==> src/rtl/xcvr_drp_responder.sv <==
// Behavioural DRP target: a small per-channel register file that answers each
// accepted drp_en with exactly one drp_rdy pulse, LATENCY cycles later.
module xcvr_drp_responder #(
  parameter int                NUM_CH    = 4,
  parameter int                ADDR_W    = 12,
  parameter int                DATA_W    = 16,
  parameter int                MEM_AW    = 4,
  parameter int                LATENCY   = 4,
  parameter logic [DATA_W-1:0] RESET_VAL = '0
) (
  input  logic              clk,
  input  logic              reset,
  input  logic [7:0]        drp_sel,
  input  logic              drp_en,
  input  logic              drp_we,
  input  logic [ADDR_W-1:0] drp_addr,
  input  logic [DATA_W-1:0] drp_wdata,
  output logic [DATA_W-1:0] drp_rdata,
  output logic              drp_rdy,
  output logic              busy,
  output logic              protocol_err,
  input  logic              err_clr,
  output logic [15:0]       txn_count
);

  localparam int         DEPTH    = 2 ** MEM_AW;
  localparam int         CNT_W    = (LATENCY > 1) ? $clog2(LATENCY) : 1;
  localparam logic [7:0] BCAST    = 8'hff;
  localparam logic [7:0] NUM_CH_B = 8'(NUM_CH);

  typedef enum logic [1:0] {IDLE, WAIT, RESP} state_t;

  state_t              state, state_next;
  logic [CNT_W-1:0]    cnt;
  logic [7:0]          sel_q;
  logic                we_q;
  logic [MEM_AW-1:0]   addr_q;
  logic [DATA_W-1:0]   wdata_q;
  logic [DATA_W-1:0]   mem [NUM_CH][DEPTH];
  logic [DATA_W-1:0]   rd_word;
  logic                accept;
  logic                sel_bad;
  logic                err_set;

  // Upper address bits only alias onto the implemented words.
  generate
    if (ADDR_W > MEM_AW) begin : g_addr_hi
      logic unused_addr_hi;
      assign unused_addr_hi = ^drp_addr[ADDR_W-1:MEM_AW];
    end
  endgenerate

  assign sel_bad = (drp_sel >= NUM_CH_B) && (drp_sel != BCAST);
  assign err_set = drp_en && ((state != IDLE) || sel_bad);

  always_ff @(posedge clk) begin
    if (reset) state <= IDLE;
    else       state <= state_next;
  end

  always_comb begin
    state_next = state;
    accept     = 1'b0;
    drp_rdy    = 1'b0;
    drp_rdata  = '0;
    busy       = (state != IDLE);
    case (state)
      IDLE: begin
        if (drp_en) begin
          accept     = 1'b1;
          state_next = (LATENCY == 1) ? RESP : WAIT;
        end
      end
      WAIT: begin
        if (cnt == CNT_W'(1)) state_next = RESP;
      end
      RESP: begin
        drp_rdy    = 1'b1;
        if (!we_q) drp_rdata = rd_word;
        state_next = IDLE;
      end
      default: state_next = IDLE;
    endcase
  end

  // Broadcast reads come from channel 0; unknown channels read as zero.
  always_comb begin
    rd_word = '0;
    for (int c = 0; c < NUM_CH; c++) begin
      if ((sel_q == 8'(c)) || ((c == 0) && (sel_q == BCAST))) rd_word = mem[c][addr_q];
    end
  end

  always_ff @(posedge clk) begin
    if (reset) begin
      cnt          <= '0;
      sel_q        <= '0;
      we_q         <= 1'b0;
      addr_q       <= '0;
      wdata_q      <= '0;
      protocol_err <= 1'b0;
      txn_count    <= '0;
      for (int c = 0; c < NUM_CH; c++) begin
        for (int w = 0; w < DEPTH; w++) mem[c][w] <= RESET_VAL;
      end
    end else begin
      if (accept) begin
        sel_q   <= drp_sel;
        we_q    <= drp_we;
        addr_q  <= drp_addr[MEM_AW-1:0];
        wdata_q <= drp_wdata;
        cnt     <= CNT_W'(LATENCY - 1);
      end else if (state == WAIT) begin
        cnt <= cnt - CNT_W'(1);
      end

      // Writes land at the end of the response cycle, so an aborted access never commits.
      if (state == RESP) begin
        txn_count <= txn_count + 16'd1;
        if (we_q) begin
          for (int c = 0; c < NUM_CH; c++) begin
            if ((sel_q == BCAST) || (sel_q == 8'(c))) mem[c][addr_q] <= wdata_q;
          end
        end
      end

      if (err_set)      protocol_err <= 1'b1;
      else if (err_clr) protocol_err <= 1'b0;
    end
  end

endmodule

==> config.mk <==
export PLATFORM = sky130hd
export DESIGN_NAME = xcvr_drp_responder
export DESIGN_NICKNAME = d
export VERILOG_FILES = /design/src/rtl/xcvr_drp_responder.sv
export SDC_FILE = /design/constraint.sdc
export NUM_CORES = 2
export LEC_CHECK = 0
export CAP_MARGIN = 20
export CELL_PAD_IN_SITES_DETAIL_PLACEMENT = 0
export CELL_PAD_IN_SITES_GLOBAL_PLACEMENT = 1
export CORE_MARGIN = 2
export CORE_UTILIZATION = 30
export DETAILED_ROUTE_END_ITERATION = 10
export PLACE_DENSITY_LB_ADDON = 0.1
export SLEW_MARGIN = 20
export SYNTH_ARGS = -nofsm -noshare
export SYNTH_HDL_FRONTEND = slang
export SYNTH_SLANG_ARGS = --single-unit
==> constraint.sdc <==
create_clock -name clk -period 3.4 [get_ports clk]
set_input_delay 0.85 -clock clk [delete_from_list [all_inputs] [get_ports clk]]
set_output_delay 0.85 -clock clk [all_outputs]
set_load 0.05 [all_outputs]
==> flow_summary.html <==
<table>
<tr><th>Metric</th><th>Value</th></tr>
<tr><th colspan="2">Run status</th></tr>
<tr><td>Run status</td><td>finished with violations</td></tr>
<tr><td>Violated checks</td><td>negative setup slack</td></tr>
<tr><th colspan="2">Drt</th></tr>
<tr><td>Detailed-route via count</td><td>30500</td></tr>
<tr><td>Initial DRT Pass Iterations</td><td>6</td></tr>
<tr><td>DRC errors left</td><td>0</td></tr>
<tr><td>Average routed wire per standard cell</td><td>26.9 um</td></tr>
<tr><td>Number of violations reported at the end of detailed-routing iteration 0</td><td>2418</td></tr>
<tr><td>Detailed-route wire length</td><td>159000 um</td></tr>
<tr><td>Final antenna-violating net count</td><td>0</td></tr>
<tr><td>DR vias/cell</td><td>5.14</td></tr>
<tr><th colspan="2">Global route</th></tr>
<tr><td>Global-route wire length before repair</td><td>227000 um</td></tr>
<tr><td>Number of global-route vias before repair</td><td>31300</td></tr>
<tr><td>Global-route usage over all layers</td><td>0.200</td></tr>
<tr><td>Initial antenna violation count</td><td>5</td></tr>
<tr><td>GRT overflow</td><td>0</td></tr>
<tr><td>Largest net degree at the start of global routing</td><td>251</td></tr>
<tr><th colspan="2">Timing</th></tr>
<tr><td>Crit share post-route</td><td>1.22</td></tr>
<tr><td>Min setup slack post-route</td><td>-0.762 ns</td></tr>
<tr><td>Max Clock Skew</td><td>0.0206 ns</td></tr>
<tr><td>Final hold violation count</td><td>0</td></tr>
<tr><td>Transition time of the tightest slew-check pin</td><td>1.15 ns</td></tr>
<tr><td>Slew margin rel.</td><td>0.227</td></tr>
<tr><td>Setup violations, final</td><td>16</td></tr>
<tr><td>Worst-case hold slack</td><td>0.483 ns</td></tr>
<tr><td>RSZ-0062 raised after global routing</td><td>yes</td></tr>
<tr><td>Number of pins exceeding their max-slew limit in the final report</td><td>0</td></tr>
<tr><td>Maximum clock rate</td><td>0.240 GHz</td></tr>
<tr><td>Minimum clock period after layout</td><td>4.16 ns</td></tr>
<tr><th colspan="2">CTS</th></tr>
<tr><td>Worst-path clk slew</td><td>0.06 ns</td></tr>
<tr><td>Hold buffer count at cts</td><td>0</td></tr>
<tr><td>CTS sink count</td><td>1074</td></tr>
<tr><td>Clock tree from TritonCTS</td><td>built</td></tr>
<tr><td>Maximum clock insertion buffer count</td><td>3</td></tr>
<tr><td>Total clock buffers created by CTS</td><td>130</td></tr>
<tr><td>Root buf cell</td><td>sky130_fd_sc_hd__clkbuf_16</td></tr>
<tr><td>H-tree levels</td><td>4</td></tr>
<tr><td>Clock network latency to the later pin of the worst-skew pair</td><td>0.76 ns</td></tr>
<tr><th colspan="2">Floorplan</th></tr>
<tr><td>Placement Rows</td><td>144</td></tr>
<tr><td>Width of the die</td><td>398 um</td></tr>
<tr><td>Die area</td><td>158000 sq um</td></tr>
<tr><td>Die span in y</td><td>398 um</td></tr>
<tr><td>Initial standard-cell utilization of the core</td><td>0.302</td></tr>
<tr><td>Area of the core region</td><td>154000 sq um</td></tr>
<tr><td>I/O pin count</td><td>76</td></tr>
<tr><th colspan="2">Min path</th></tr>
<tr><td>Hold crit path type</td><td>flop to flop</td></tr>
<tr><th colspan="2">Place</th></tr>
<tr><td>Last weighted congestion value of the routability-driven placer</td><td>0.824</td></tr>
<tr><td>Post-detail-place hpwl</td><td>99400 um</td></tr>
<tr><td>Count of input and output buffers</td><td>67</td></tr>
<tr><th colspan="2">Worst setup path</th></tr>
<tr><td>Crit path max fanout</td><td>8</td></tr>
<tr><td>Buf/Inv on CP</td><td>8</td></tr>
<tr><td>Standard cell with the maximum stage delay on the critical path</td><td>sky130_fd_sc_hd__dfxtp_4</td></tr>
<tr><td>Req. time, crit path</td><td>2.55 ns</td></tr>
<tr><td>Type of the worst setup path</td><td>flop to output port</td></tr>
<tr><td>Kind of start point of the critical path</td><td>flop</td></tr>
<tr><td>Endpoint kind of the worst setup timing path</td><td>output port</td></tr>
<tr><td>Cells along the critical path</td><td>buf_12 &gt; buf_16 &gt; buf_12 &gt; buf_8 &gt; buf_12 &gt; buf_12 &gt; buf_6 &gt; mux4_2 &gt; a22oi_2 &gt; a21oi_4 &gt; o31a_1 &gt; buf_12</td></tr>
<tr><td>Kind of cell adding the most delay to the critical path</td><td>buffers and inverters</td></tr>
<tr><td>Largest stage delay on the critical path</td><td>0.37 ns</td></tr>
<tr><td>Critical path arrival</td><td>3.31 ns</td></tr>
<tr><td>Critical Path Most Common Cell</td><td>sky130_fd_sc_hd__buf_12</td></tr>
<tr><th colspan="2">Yosys</th></tr>
<tr><td>Number of enable-type register cells in the synthesized netlist</td><td>528</td></tr>
<tr><td>Share of synthesized area occupied by flip-flops and latches</td><td>0.576</td></tr>
<tr><td>Biggest area contributors in the synthesized netlist</td><td>sky130_fd_sc_hd__edfxtp_1 34%, sky130_fd_sc_hd__dfxtp_1 24%, sky130_fd_sc_hd__mux4_2 11%</td></tr>
<tr><td>Fraction of synthesis flops using an asynchronous set or reset pin</td><td>0</td></tr>
<tr><td>Number of warnings reported in the yosys synthesis log</td><td>0</td></tr>
<tr><td>Most frequently used cell type in the post-synthesis netlist</td><td>sky130_fd_sc_hd__dfxtp_1</td></tr>
<tr><td>Most used DFF post-synth</td><td>sky130_fd_sc_hd__dfxtp_1</td></tr>
<tr><td>Syn Inst Count</td><td>3555</td></tr>
<tr><td>Fraction of post-synthesis cell area in the top cell type by area</td><td>0.341</td></tr>
<tr><td>Number of nets in the synthesized netlist</td><td>3598</td></tr>
<tr><td>Most area-hungry cell type in the Yosys netlist</td><td>sky130_fd_sc_hd__edfxtp_1</td></tr>
<tr><td>Leading post-synthesis cells by instance count</td><td>546 x sky130_fd_sc_hd__dfxtp_1, 528 x sky130_fd_sc_hd__edfxtp_1, 336 x sky130_fd_sc_hd__mux2i_1, 285 x sky130_fd_sc_hd__nor2_1, 266 x sky130_fd_sc_hd__and2_1</td></tr>
<tr><td>Average instance area after synthesis</td><td>13.1 sq um</td></tr>
<tr><td>Post-synthesis instance area</td><td>46500 sq um</td></tr>
<tr><td>Flip-flop and latch count after synthesis</td><td>1074</td></tr>
<tr><td>Netlist cell types</td><td>65</td></tr>
<tr><th colspan="2">Finish</th></tr>
<tr><td>Storage element area</td><td>26800 sq um</td></tr>
<tr><td>Proportion of layout cells with a drive suffix above 1</td><td>0.252</td></tr>
<tr><td>Layout net count</td><td>3827</td></tr>
<tr><td>Final Core Density</td><td>0.373</td></tr>
<tr><td>Area used by multi-input combinational logic</td><td>18800 sq um</td></tr>
<tr><td>Area overhead of the layout relative to synthesis</td><td>23.4%</td></tr>
<tr><td>FILL cells</td><td>14700</td></tr>
<tr><th colspan="2">Power</th></tr>
<tr><td>Leakage power</td><td>0.0218 uW</td></tr>
<tr><td>Net load switching power</td><td>7200 uW</td></tr>
<tr><td>Pwr Density</td><td>530 nW/um^2</td></tr>
<tr><td>Internal power contribution</td><td>23200 uW</td></tr>
<tr><td>Worst ir drop on vdd</td><td>0.395 mV</td></tr>
<tr><td>Total power after layout</td><td>30400 uW</td></tr>
<tr><td>Sequential share of power</td><td>0.456</td></tr>
<tr><td>Proportion of power drawn by the clock network</td><td>0.459</td></tr>
<tr><td>Switching power as a share of total power</td><td>0.236</td></tr>
<tr><td>Proportion of power drawn by combinational gates</td><td>0.085</td></tr>
<tr><th colspan="2">Run</th></tr>
<tr><td>Maximum capacitance violations</td><td>0</td></tr>
</table>
cell families (layout without fill, tap and decap cells):
kind of cell | Yosys count | after routing | synth area share
simple gates | 1008 | 1008 | 0.128
flops | 1074 | 1074 | 0.576
xor+xnor | 13 | 13 | 0.00245
mux | 563 | 563 | 0.181
fa+ha+maj | 2 | 2 | 0.000538
compound gates | 538 | 538 | 0.0737
other cells | 0 | 4 | 0
buf+inv | 357 | 687 | 0.0383
routing by layer:
layer	vias up	share of wire	track usage
li1	13700	-	-
met1	15800	0.46	0.275
met2	795	0.47	0.321
met3	209	0.046	0.0319
met4	2	0.027	0.0610
met5	-	0.000082	0
layout by cell type, fill, tap and decap left out, types with 18 or more instances in the layout:
master	instances
sky130_fd_sc_hd__clkbuf_1	32
sky130_fd_sc_hd__o21ai_1	45
sky130_fd_sc_hd__inv_1	21
sky130_fd_sc_hd__mux2i_1	328
sky130_fd_sc_hd__a21oi_1	42
sky130_fd_sc_hd__nand2_1	70
sky130_fd_sc_hd__clkdlybuf4s50_1	49
sky130_fd_sc_hd__nor2_1	282
sky130_fd_sc_hd__buf_6	28
sky130_fd_sc_hd__buf_4	248
sky130_fd_sc_hd__edfxtp_1	528
sky130_fd_sc_hd__a22oi_2	26
sky130_fd_sc_hd__clkbuf_16	142
sky130_fd_sc_hd__nand3_1	18
sky130_fd_sc_hd__buf_12	76
sky130_fd_sc_hd__o21ai_0	222
sky130_fd_sc_hd__nand3b_1	257
sky130_fd_sc_hd__and2_1	264
sky130_fd_sc_hd__a22oi_1	39
sky130_fd_sc_hd__dfxtp_1	541
sky130_fd_sc_hd__mux4_2	221
power groups by stage:
| stage | clock (uW) | combinational (uW) | sequential, uW |
|---|---|---|---|
| 2_1_floorplan | 0 | 1120 | 14100 |
| 3_3_place_gp | 0 | 2240 | 14200 |
| 3_5_place_dp | 0 | 2250 | 14200 |
| 4_1_cts | 14300 | 2490 | 13900 |
| 5_1_grt | 14800 | 2720 | 13900 |
| 6_report | 14000 | 2590 | 13900 |
sequential cells by signal, indices dropped and copies added, names as in the netlist:
register and cells:
cnt 2, we_q 1, state 2, txn_count 16, wdata_q 16, sel_q 8
addr_q 4, protocol_err 1, mem 1024
cell type report:
type / instances / area share
antenna: 4 / 0.000174
clock buffer: 186 / 0.0661
clock inverter: 47 / 0.00874
inverter: 22 / 0.00144
multi-input combinational: 2124 / 0.327
sequential: 1074 / 0.467
tap: 2044 / 0.0445
timing repair buffer: 432 / 0.0855
what timing repair did:
item                       in CTS  in global routing
gates resized for setup       130                 93
setup buffers                  41                 28
setup endpoints to repair      16                 17
cloned                          6                  4
pin swaps                      32                 40
worst reg2reg max path: stages (launching register included):
cell	delay, ns
sky130_fd_sc_hd__dfxtp_1	0.44
sky130_fd_sc_hd__nand4_1	0.24
sky130_fd_sc_hd__nor2_8	0.21
sky130_fd_sc_hd__buf_4	0.55
sky130_fd_sc_hd__o21a_4	0.44
sky130_fd_sc_hd__buf_4	0.21
sky130_fd_sc_hd__nand2_2	0.25
sky130_fd_sc_hd__inv_1	0.56
final timing paths:
kind / depth (start not counted) / end / slack [ns] / startpoint
setup reg to reg: 7 / mem[1][63] / 0.21 / sel_q[1]
hold / removal: 2 / mem[3][222] / 0.48 / mem[3][222]
setup / recovery: 12 / drp_rdata[10] / -0.76 / addr_q[1]
hold reg to reg: 2 / mem[3][222] / 0.48 / mem[3][222]
per-stage QoR:
| step | cells | TNS (ns) | setup slack [ns] | instance area, sq um |
|---|---|---|---|---|
| floorplan | 3555 | 0 | 0.350 | 46500 |
| global placement | 5629 | -2.00 | -0.374 | 51200 |
| detailed placement | 5633 | -2.00 | -0.318 | 51300 |
| CTS | 5905 | -12.73 | -0.839 | 56700 |
| global route | 5930 | -12.88 | -0.855 | 57400 |
| finish | 5933 | -11.52 | -0.762 | 57400 |
No activity file was read; power rests on OpenSTA's default activity.
